--- src/rtl/demux832.sv ---
// One-to-eight buffered word distributor: each accepted word is steered by in_sel
// into a single-entry per-channel buffer that drains under its own valid/ready handshake.
module demux832 #(
  parameter int WIDTH = 32
) (
  input  logic               clk,
  input  logic               reset,
  input  logic               in_valid,
  output logic               in_ready,
  input  logic [WIDTH-1:0]   in_data,
  input  logic [2:0]         in_sel,
  output logic [7:0]         out_valid,
  input  logic [7:0]         out_ready,
  output logic [8*WIDTH-1:0] out_data,
  output logic [15:0]        acc_cnt
);

  logic [7:0]       full_r;
  logic [WIDTH-1:0] data_r [8];
  logic [15:0]      acc_cnt_r;
  logic [7:0]       push_s;
  logic [7:0]       pop_s;

  // A slot can take a word if it is empty or is being drained this same cycle.
  assign in_ready = ~full_r[in_sel] | out_ready[in_sel];
  assign pop_s    = full_r & out_ready;

  // One-hot push vector for the selected channel.
  always_comb begin
    push_s = 8'h00;
    if (in_valid && in_ready) begin
      push_s[in_sel] = 1'b1;
    end else begin
      push_s = 8'h00;
    end
  end

  // Per-channel EMPTY/FULL buffers and the acceptance counter.
  always_ff @(posedge clk or posedge reset) begin
    if (reset) begin
      full_r    <= 8'h00;
      acc_cnt_r <= 16'h0000;
      for (int k = 0; k < 8; k++) begin
        data_r[k] <= '0;
      end
    end else begin
      for (int k = 0; k < 8; k++) begin
        if (push_s[k]) begin
          // Push wins over a simultaneous pop so the slot streams at full rate.
          data_r[k] <= in_data;
          full_r[k] <= 1'b1;
        end else if (pop_s[k]) begin
          full_r[k] <= 1'b0;
        end else begin
          full_r[k] <= full_r[k];
        end
      end
      if (|push_s) begin
        acc_cnt_r <= acc_cnt_r + 16'h0001;
      end else begin
        acc_cnt_r <= acc_cnt_r;
      end
    end
  end

  // Flatten the buffer array onto the output bus.
  always_comb begin
    out_data = '0;
    for (int k = 0; k < 8; k++) begin
      out_data[k*WIDTH +: WIDTH] = data_r[k];
    end
  end

  assign out_valid = full_r;
  assign acc_cnt   = acc_cnt_r;

endmodule

--- config.mk ---
export PLATFORM = sky130hd
export DESIGN_NAME = demux832
export DESIGN_NICKNAME = d
export VERILOG_FILES = /design/src/rtl/demux832.sv
export SDC_FILE = /design/constraint.sdc
export NUM_CORES = 1
export LEC_CHECK = 0
export BUFFER_PORTS_ARGS = -buffer_cell sky130_fd_sc_hd__buf_4
export CAP_MARGIN = 20
export CELL_PAD_IN_SITES_DETAIL_PLACEMENT = 0
export CELL_PAD_IN_SITES_GLOBAL_PLACEMENT = 1
export CORE_ASPECT_RATIO = 1.4
export CORE_UTILIZATION = 45
export DETAILED_ROUTE_END_ITERATION = 8
export MAX_ROUTING_LAYER = met4
export PLACE_DENSITY_LB_ADDON = 0.1
export REMOVE_ABC_BUFFERS = 1
export SLEW_MARGIN = 20
export SYNTH_ARGS = -nofsm -noshare
export SYNTH_HDL_FRONTEND = slang
export SYNTH_SLANG_ARGS = --single-unit
--- constraint.sdc ---
create_clock -name clk -period 15.7 [get_ports clk]
set_clock_uncertainty 0.1 [all_clocks]
set_input_delay 0 -clock clk [delete_from_list [all_inputs] [get_ports clk]]
set_output_delay 0 -clock clk [all_outputs]
set_load 0.005 [all_outputs]
==> summary.txt, run 1 <==
Run status
  • Status: completed

Hold path
  • Hold crit path type: in -> reg
  • Hold EP: out_valid[3]$_DFFE_PP0P_
  • Hold Crit Start: in_sel[1]
  • Hold depth: 3

Critical path
  • FF-to-FF Start: out_valid[0]$_DFFE_PP0P_
  • Required time worst endpoint: between 15 and 20 ns
  • Crit end category: register
  • R2R Setup Slk: approximately 13 ns
  • CP max FO: 24
  • WS Path Type: reg -> reg
  • CP Data Arrival Time: roughly 3.2 ns
  • FF-to-FF End: out_data[171]$_DFFE_PP0P_
  • Worst Reg-to-Reg Cells: 7
  • Critical Path Source Type: register

STA
  • Setup total negative slack: 0 ns
  • Peak Freq: 345.2 MHz
  • Final setup viols: 0
  • Hold Fails Final Rpt: 0
  • Max Slew Vio Count: 0
  • Relative slew slack: 0.3940
  • Period utilisation layout: 0.1845
  • Worst-margin pin slew: between 0.9 and 1 ns
  • Min Tclk post-route: between 2 and 3 ns
  • RSZ-0062 raised after global routing: false

Power
  • VDD IR max: approximately 0.00011 V
  • Pwr dens: between 150 and 200 mW/mm2
  • Tot Pwr: ~0.0023 W
  • Leakage: 7.078 nW

CTS
  • Post_cts resized: 0
  • Clock sinks: 280
  • Clock Root Buffer: clkbuf_16
  • CTS Buffer Depth: 3
  • CTS tree: built
  • H-tree Lvls: 1
  • Worst-skew pair later-pin latency: about 0.52 ns
  • CTS buffer count: 28
  • Clk slew on worst S/H paths: 0.06 ns

Floorplanning
  • Die W: between 100 and 150 um
  • Core Region: ~0.023 mm2
  • Initial Util: 0.4624
  • Die Area: between 0.02 and 0.025 mm2
  • Height of the chip: ~190 um
  • IO Count: roughly 330
  • Row count: 66

Layout
  • Fin area: between 0.01 and 0.015 mm2
  • Number of non-filler instances in the completed layout: 1,363
  • Fin nets: between 1k and 1.5k
  • Share of cells above drive strength 1: 0.5951
  • Layout area overhead: 37.58%
  • Util after Layout: 0.6362
  • Antenna cells: 0

Logic synthesis
  • Synth cell types: 32
  • Area contributors post-synth: dfrtp_1, mux2_2, mux2_1
  • Top FF cell, synth: dfrtp_1
  • Commonest cells post-synth: dfrtp_1, mux2_2, mux2_1
  • Share of synthesized registers carrying an async set or reset: 1.000
  • Post-Syn Area: approximately 0.011 mm2
  • Top-count cell post-synth: dfrtp_1
  • Post-synth EDFFs: 0
  • Flops & latches, synth: 280
  • YS warnings: 0
  • Syn_area_per_cell: about 17 um2
  • Syn Inst Count: approximately 660
  • Synth area leader: dfrtp_1
  • Post-synthesis sequential area ratio: 0.6461
  • Top-area cell type share of the netlist area: 0.6461

Detailed routing
  • Routed Antenna Nets: 0
  • Vias: about 7.0k
  • Routed len/inst: roughly 21 um
  • Vias/cell: 5.135
  • Drt first pass iters: 4
  • Initial DRC Count: 210
  • Total Wirelength: between 20 and 30 mm
  • DRC viols: 0

Placement
  • Routability cong.: approximately 0.81
  • Dpl cells: approximately 1.3k
  • Buffers on Ports: 326
  • Post-DP HPWL: 18.96 mm
  • Cell Area, Placed: approximately 0.014 mm2

GRT
  • Vias in the first global route: about 7.3k
  • Pin count of the biggest net entering global routing: 90
  • Grt total ovfl: 0
  • First-pass GRT wire length: roughly 43 mm
  • GR Util All Layers: 0.2383
  • Initial antenna violation count: 0

Flow run
  • Max cap viols: 0
==> placed cells by master, fill, tap and decap left out, drive strengths merged, types with 2 or more instances in the layout <==
master,instances
mux2,258
buf,338
dlygate4sd3,45
mux4,2
xnor2,15
clkinv,3
o21ai,18
nand2b,2
o2111ai,7
and2,2
mux2i,3
nand2,2
nor2,7
o211ai,6
dfrtp,280
and4,3
clkbuf,43
and3,4
inv,11
==> how the worst max path moves through the flow <==
stage,from,endpoint,slack [ns],cells past startpoint
floorplan,reset,acc_cnt[0]$_DFFE_PP0P_,7.88,1
global placement,out_valid[2]$_DFFE_PP0P_,out_data[175]$_DFFE_PP0P_,12.89,7
detailed placement,out_valid[2]$_DFFE_PP0P_,out_data[171]$_DFFE_PP0P_,12.79,7
CTS,out_valid[2]$_DFFE_PP0P_,out_data[171]$_DFFE_PP0P_,12.78,7
global route,out_valid[2]$_DFFE_PP0P_,out_data[109]$_DFFE_PP0P_,12.62,7
finish,out_valid[0]$_DFFE_PP0P_,out_data[171]$_DFFE_PP0P_,12.80,7
==> power by group <==
part           total [W]  internal [W]  switching (W)
Combinational   0.000593      0.000374       0.000219
Sequential       0.00102      0.000909       0.000107
Clock           0.000646      0.000378       0.000268
Total            0.00226       0.00166       0.000594
==> sequential cells by signal, summed over array words and instances, names as in the netlist <==
register	count
out_valid	8
acc_cnt	16
out_data	256
==> logic make-up after synthesis <==
group	share of synthesized area
AO/OA/AOI/OAI	0.02780
XOR/XNOR	0.01211
adder cells (fa/ha/maj)	0.001153
buffers and inverters	0.02653
flip-flops	0.6461
multiplexers	0.2751
AND/OR/NAND/NOR	0.01119
==> layer usage <==
metal | track usage | share of wire | up-vias
met4 | 0.08909 | 0.033 | 0
met1 | 0.2858 | 0.39 | 3594
met3 | 0.04984 | 0.063 | 47
li1 | - | - | 3112
met2 | 0.3973 | 0.51 | 246
met5 | - | 0 | -
==> per-stage QoR <==
stage	worst slack [ns]	hold WS, ns
3_5_place_dp	12.79	0.03241
5_1_grt	12.62	0.07473
2_1_floorplan	7.878	-0.003551
4_1_cts	12.78	0.01085
6_report	12.80	0.01262
3_3_place_gp	12.89	0.03340
==> final cells by class <==
cell class,count,area (um2)
Sequential cell,280,7007
Fill cell,1917,8532
Timing Repair Buffer,383,2992
Clock inverter,5,31.28
Inverter,10,45.04
Clock buffer,43,868.3
Multi-Input combinational cell,336,3595
Tap cell,306,382.9
==> worst max-delay path, stage by stage (launching register included) <==
cell,delay [ns]
dfrtp_1,0.38
mux2i_1,0.09
o32ai_1,0.41
a311oi_4,0.07
buf_4,0.27
o21ai_4,0.58
buf_4,0.46
mux2_2,0.39
==> repair_timing <==
item | 4_1_cts | 5_1_grt
setup buffers | 0 | 0
endpoints found under the setup margin | 0 | 0
hold endpoints to repair | 357 | 0
hold buffers | 45 | 0
(Power assumes the default switching activity.)
==> run 2: changes to the inputs <==
--- a/config.mk
+++ b/config.mk
@@ -10,7 +10,7 @@
 export CELL_PAD_IN_SITES_DETAIL_PLACEMENT = 0
 export CELL_PAD_IN_SITES_GLOBAL_PLACEMENT = 1
 export CORE_ASPECT_RATIO = 1.4
-export CORE_UTILIZATION = 45
+export CORE_UTILIZATION = 42
 export DETAILED_ROUTE_END_ITERATION = 8
 export MAX_ROUTING_LAYER = met4
 export PLACE_DENSITY_LB_ADDON = 0.1
==> constraint.sdc (replaced) <==
create_clock -name clk -period 2.73 [get_ports clk]
set_clock_uncertainty 0.1 [all_clocks]
set_input_delay 0 -clock clk [delete_from_list [all_inputs] [get_ports clk]]
set_output_delay 0 -clock clk [all_outputs]
set_load 0.005 [all_outputs]
==> run 2 against run 1 <==
Compared with the run above:
- the run now ends with negative hold slack left
- first-iteration DRC count decreased by 3.3%
- die area rose by 7.1%
- non-clock buffer count rose by 12
- sequential power increased to 5.7 times the previous value
- largest cell class unchanged
- combinational power rose to 5.8 times the previous value
- sequential cell count stayed put
- cell area grew 2.3%
- cell count grew 2.2%
- clock-buffer cell count rose by 2
==> summary.txt, run 2 (same netlist as run 1, synthesis figures left out) <==
Run status
  • Status: finished with violations
  • Failing checks: negative hold slack

Flow run
  • Max cap viols: 0

Layout
  • Fin nets: approximately 1.1k
  • Layout area overhead: 40.69%
  • Antenna cells: 0
  • Multi-input combinational cell area: 0.003595 mm2
  • Most common cell after layout, fill and taps aside: buf_4
  • FF+latch area: around 0.0070 mm2
  • Most frequent cells in the layout: buf_4, dfrtp_1, mux2_2
  • Max reg flops: 256
  • Number of non-filler instances in the completed layout: 1,393
  • Fillers: around 2.1k
  • Share of cells above drive strength 1: 0.5996

Critical path
  • Critical Path Source Type: register
  • WS Path Type: reg -> reg
  • CP Data Arrival Time: around 2.9 ns
  • CP max FO: 24
  • Crit end category: register
  • Required time worst endpoint: 3.05 ns
  • Worst Reg-to-Reg Cells: 8

Placement
  • Post-DP HPWL: 19.40 mm
  • Dpl cells: between 1k and 1.5k
  • Buffers on Ports: 326
  • Routability cong.: a little under 0.8

STA
  • Hold Fails Final Rpt: 16
  • Max Slew Vio Count: 0
  • Final setup viols: 0
  • Worst-margin pin slew: roughly 0.61 ns
  • Min Tclk post-route: between 2 and 3 ns
  • Peak Freq: between 300 and 400 MHz
  • Hold Slack: -0.02957 ns
  • Period utilisation layout: 0.9337
  • RSZ-0062 raised after global routing: false
  • Relative slew slack: 0.5934

GRT
  • Pin count of the biggest net entering global routing: 79
  • Vias in the first global route: just over 7k
  • Met2 Use GR: 0.3869
  • GR Util met3: 0.04883
  • GR Util All Layers: 0.2263
  • First-pass GRT wire length: about 43 mm
  • Gr busiest metal: met2
  • Grt total ovfl: 0
  • GR Util met1: 0.2645
  • Initial antenna violation count: 0

Power
  • Internal: slightly below 0.01 W
  • Leakage: slightly above 7 nW
  • Clock power share: 0.303
  • Switching share of power: 0.2599
  • Pwr dens: ~870 mW/mm2
  • VDD IR max: a little over 0.0006 V
  • Tot Pwr: around 0.013 W
  • Switching power: about 0.0035 W
  • Combinational Power Share: 0.259
  • Sequential power share: 0.437

Detailed routing
  • Initial DRC Count: 203
  • Drt first pass iters: 4
  • Routed Antenna Nets: 0
  • Vias: roughly 7k
  • Vias/cell: a little over 5
  • DRC viols: 0
  • Total Wirelength: about 29 mm
  • Routed len/inst: about 21 um

Floorplanning
  • Height of the chip: about 190 um
  • Die W: ~140 um
  • IO Count: between 300 and 400
  • Row count: 69
  • Core Region: 0.02538 mm2
  • Die Area: around 0.026 mm2
  • Initial Util: 0.4273

CTS
  • Hold_buf cts: between 40 and 50
  • Post_cts resized: 0
  • Clk slew on worst S/H paths: approximately 0.060 ns
  • CTS buffer count: 29
  • H-tree Lvls: 1
  • Clock Root Buffer: clkbuf_16
  • Clock sinks: 280
  • Post-CTS Setup Repair Bufs: 0
  • CTS tree: built
  • Worst-skew pair later-pin latency: roughly 0.53 ns
  • CTS Buffer Depth: 3

Hold path
  • Hold crit path type: in -> async
-- run 2: layout make-up --
type,count,share of cell area
Tap cell,319,0.02616
Sequential cell,280,0.4592
Inverter,10,0.002952
Clock inverter,8,0.006314
Clock buffer,45,0.05871
Multi-Input combinational cell,336,0.2356
Timing Repair Buffer,395,0.2111
-- run 2: per-layer routing --
metal  vias up  wire (um)  part of all wire
met5         -          0                 0
met4         0        786             0.027
met3        47       1865             0.064
met2       227      15300              0.52
met1      3666      11210              0.38
li1       3129          -                 -
-- run 2: worst max-delay path, stage by stage, from the launching register on --
cell and delay [ns]:
dfrtp_1 0.37, mux2i_1 0.08, o32ai_1 0.39, a311oi_4 0.10
buf_12 0.20, o2111ai_4 0.21, buf_4 0.31, o21ai_0 0.12
dlygate4sd3_1 0.56
-- run 2: power groups by stage --
stage          combinational [W]  clock, W  sequential, W
2_1_floorplan            0.00110         0        0.00591
3_3_place_gp             0.00341         0        0.00585
3_5_place_dp             0.00345         0        0.00588
4_1_cts                  0.00351   0.00413        0.00582
5_1_grt                  0.00371   0.00430        0.00595
6_report                 0.00345   0.00403        0.00581
-- run 2: stage by stage --
step / worst slack, ns / TNS, ns / hold WS, ns / utilization / instance area (um2)
after floorplan: -5.092 / -1446.65 / -0.003551 / - / 10600
after global placement: 0.3954 / 0 / 0.02805 / 0.5435 / 13800
after detailed placement: 0.3563 / 0 / 0.02356 / 0.5435 / 13800
after CTS: 0.1454 / 0 / 0.003309 / 0.6012 / 15260
after global routing: 0.03774 / 0 / 0.01546 / 0.6012 / 15260
final: 0.1811 / 0 / -0.02957 / 0.6012 / 15260
-- run 2: worst paths after layout --
check | to | slack [ns] | startpoint
worst max register to register | out_valid[1]$_DFFE_PP0P_ | 0.18 | out_valid[0]$_DFFE_PP0P_
min in group clk | out_valid[2]$_DFFE_PP0P_ | 0.01 | in_sel[1]
worst max-delay path | out_valid[1]$_DFFE_PP0P_ | 0.18 | out_valid[0]$_DFFE_PP0P_
worst min register to register | acc_cnt[15]$_DFFE_PP0P_ | 0.39 | acc_cnt[15]$_DFFE_PP0P_
worst min-delay path | out_data[202]$_DFFE_PP0P_ | -0.03 | reset
max in group asynchronous | out_data[48]$_DFFE_PP0P_ | 1.73 | reset
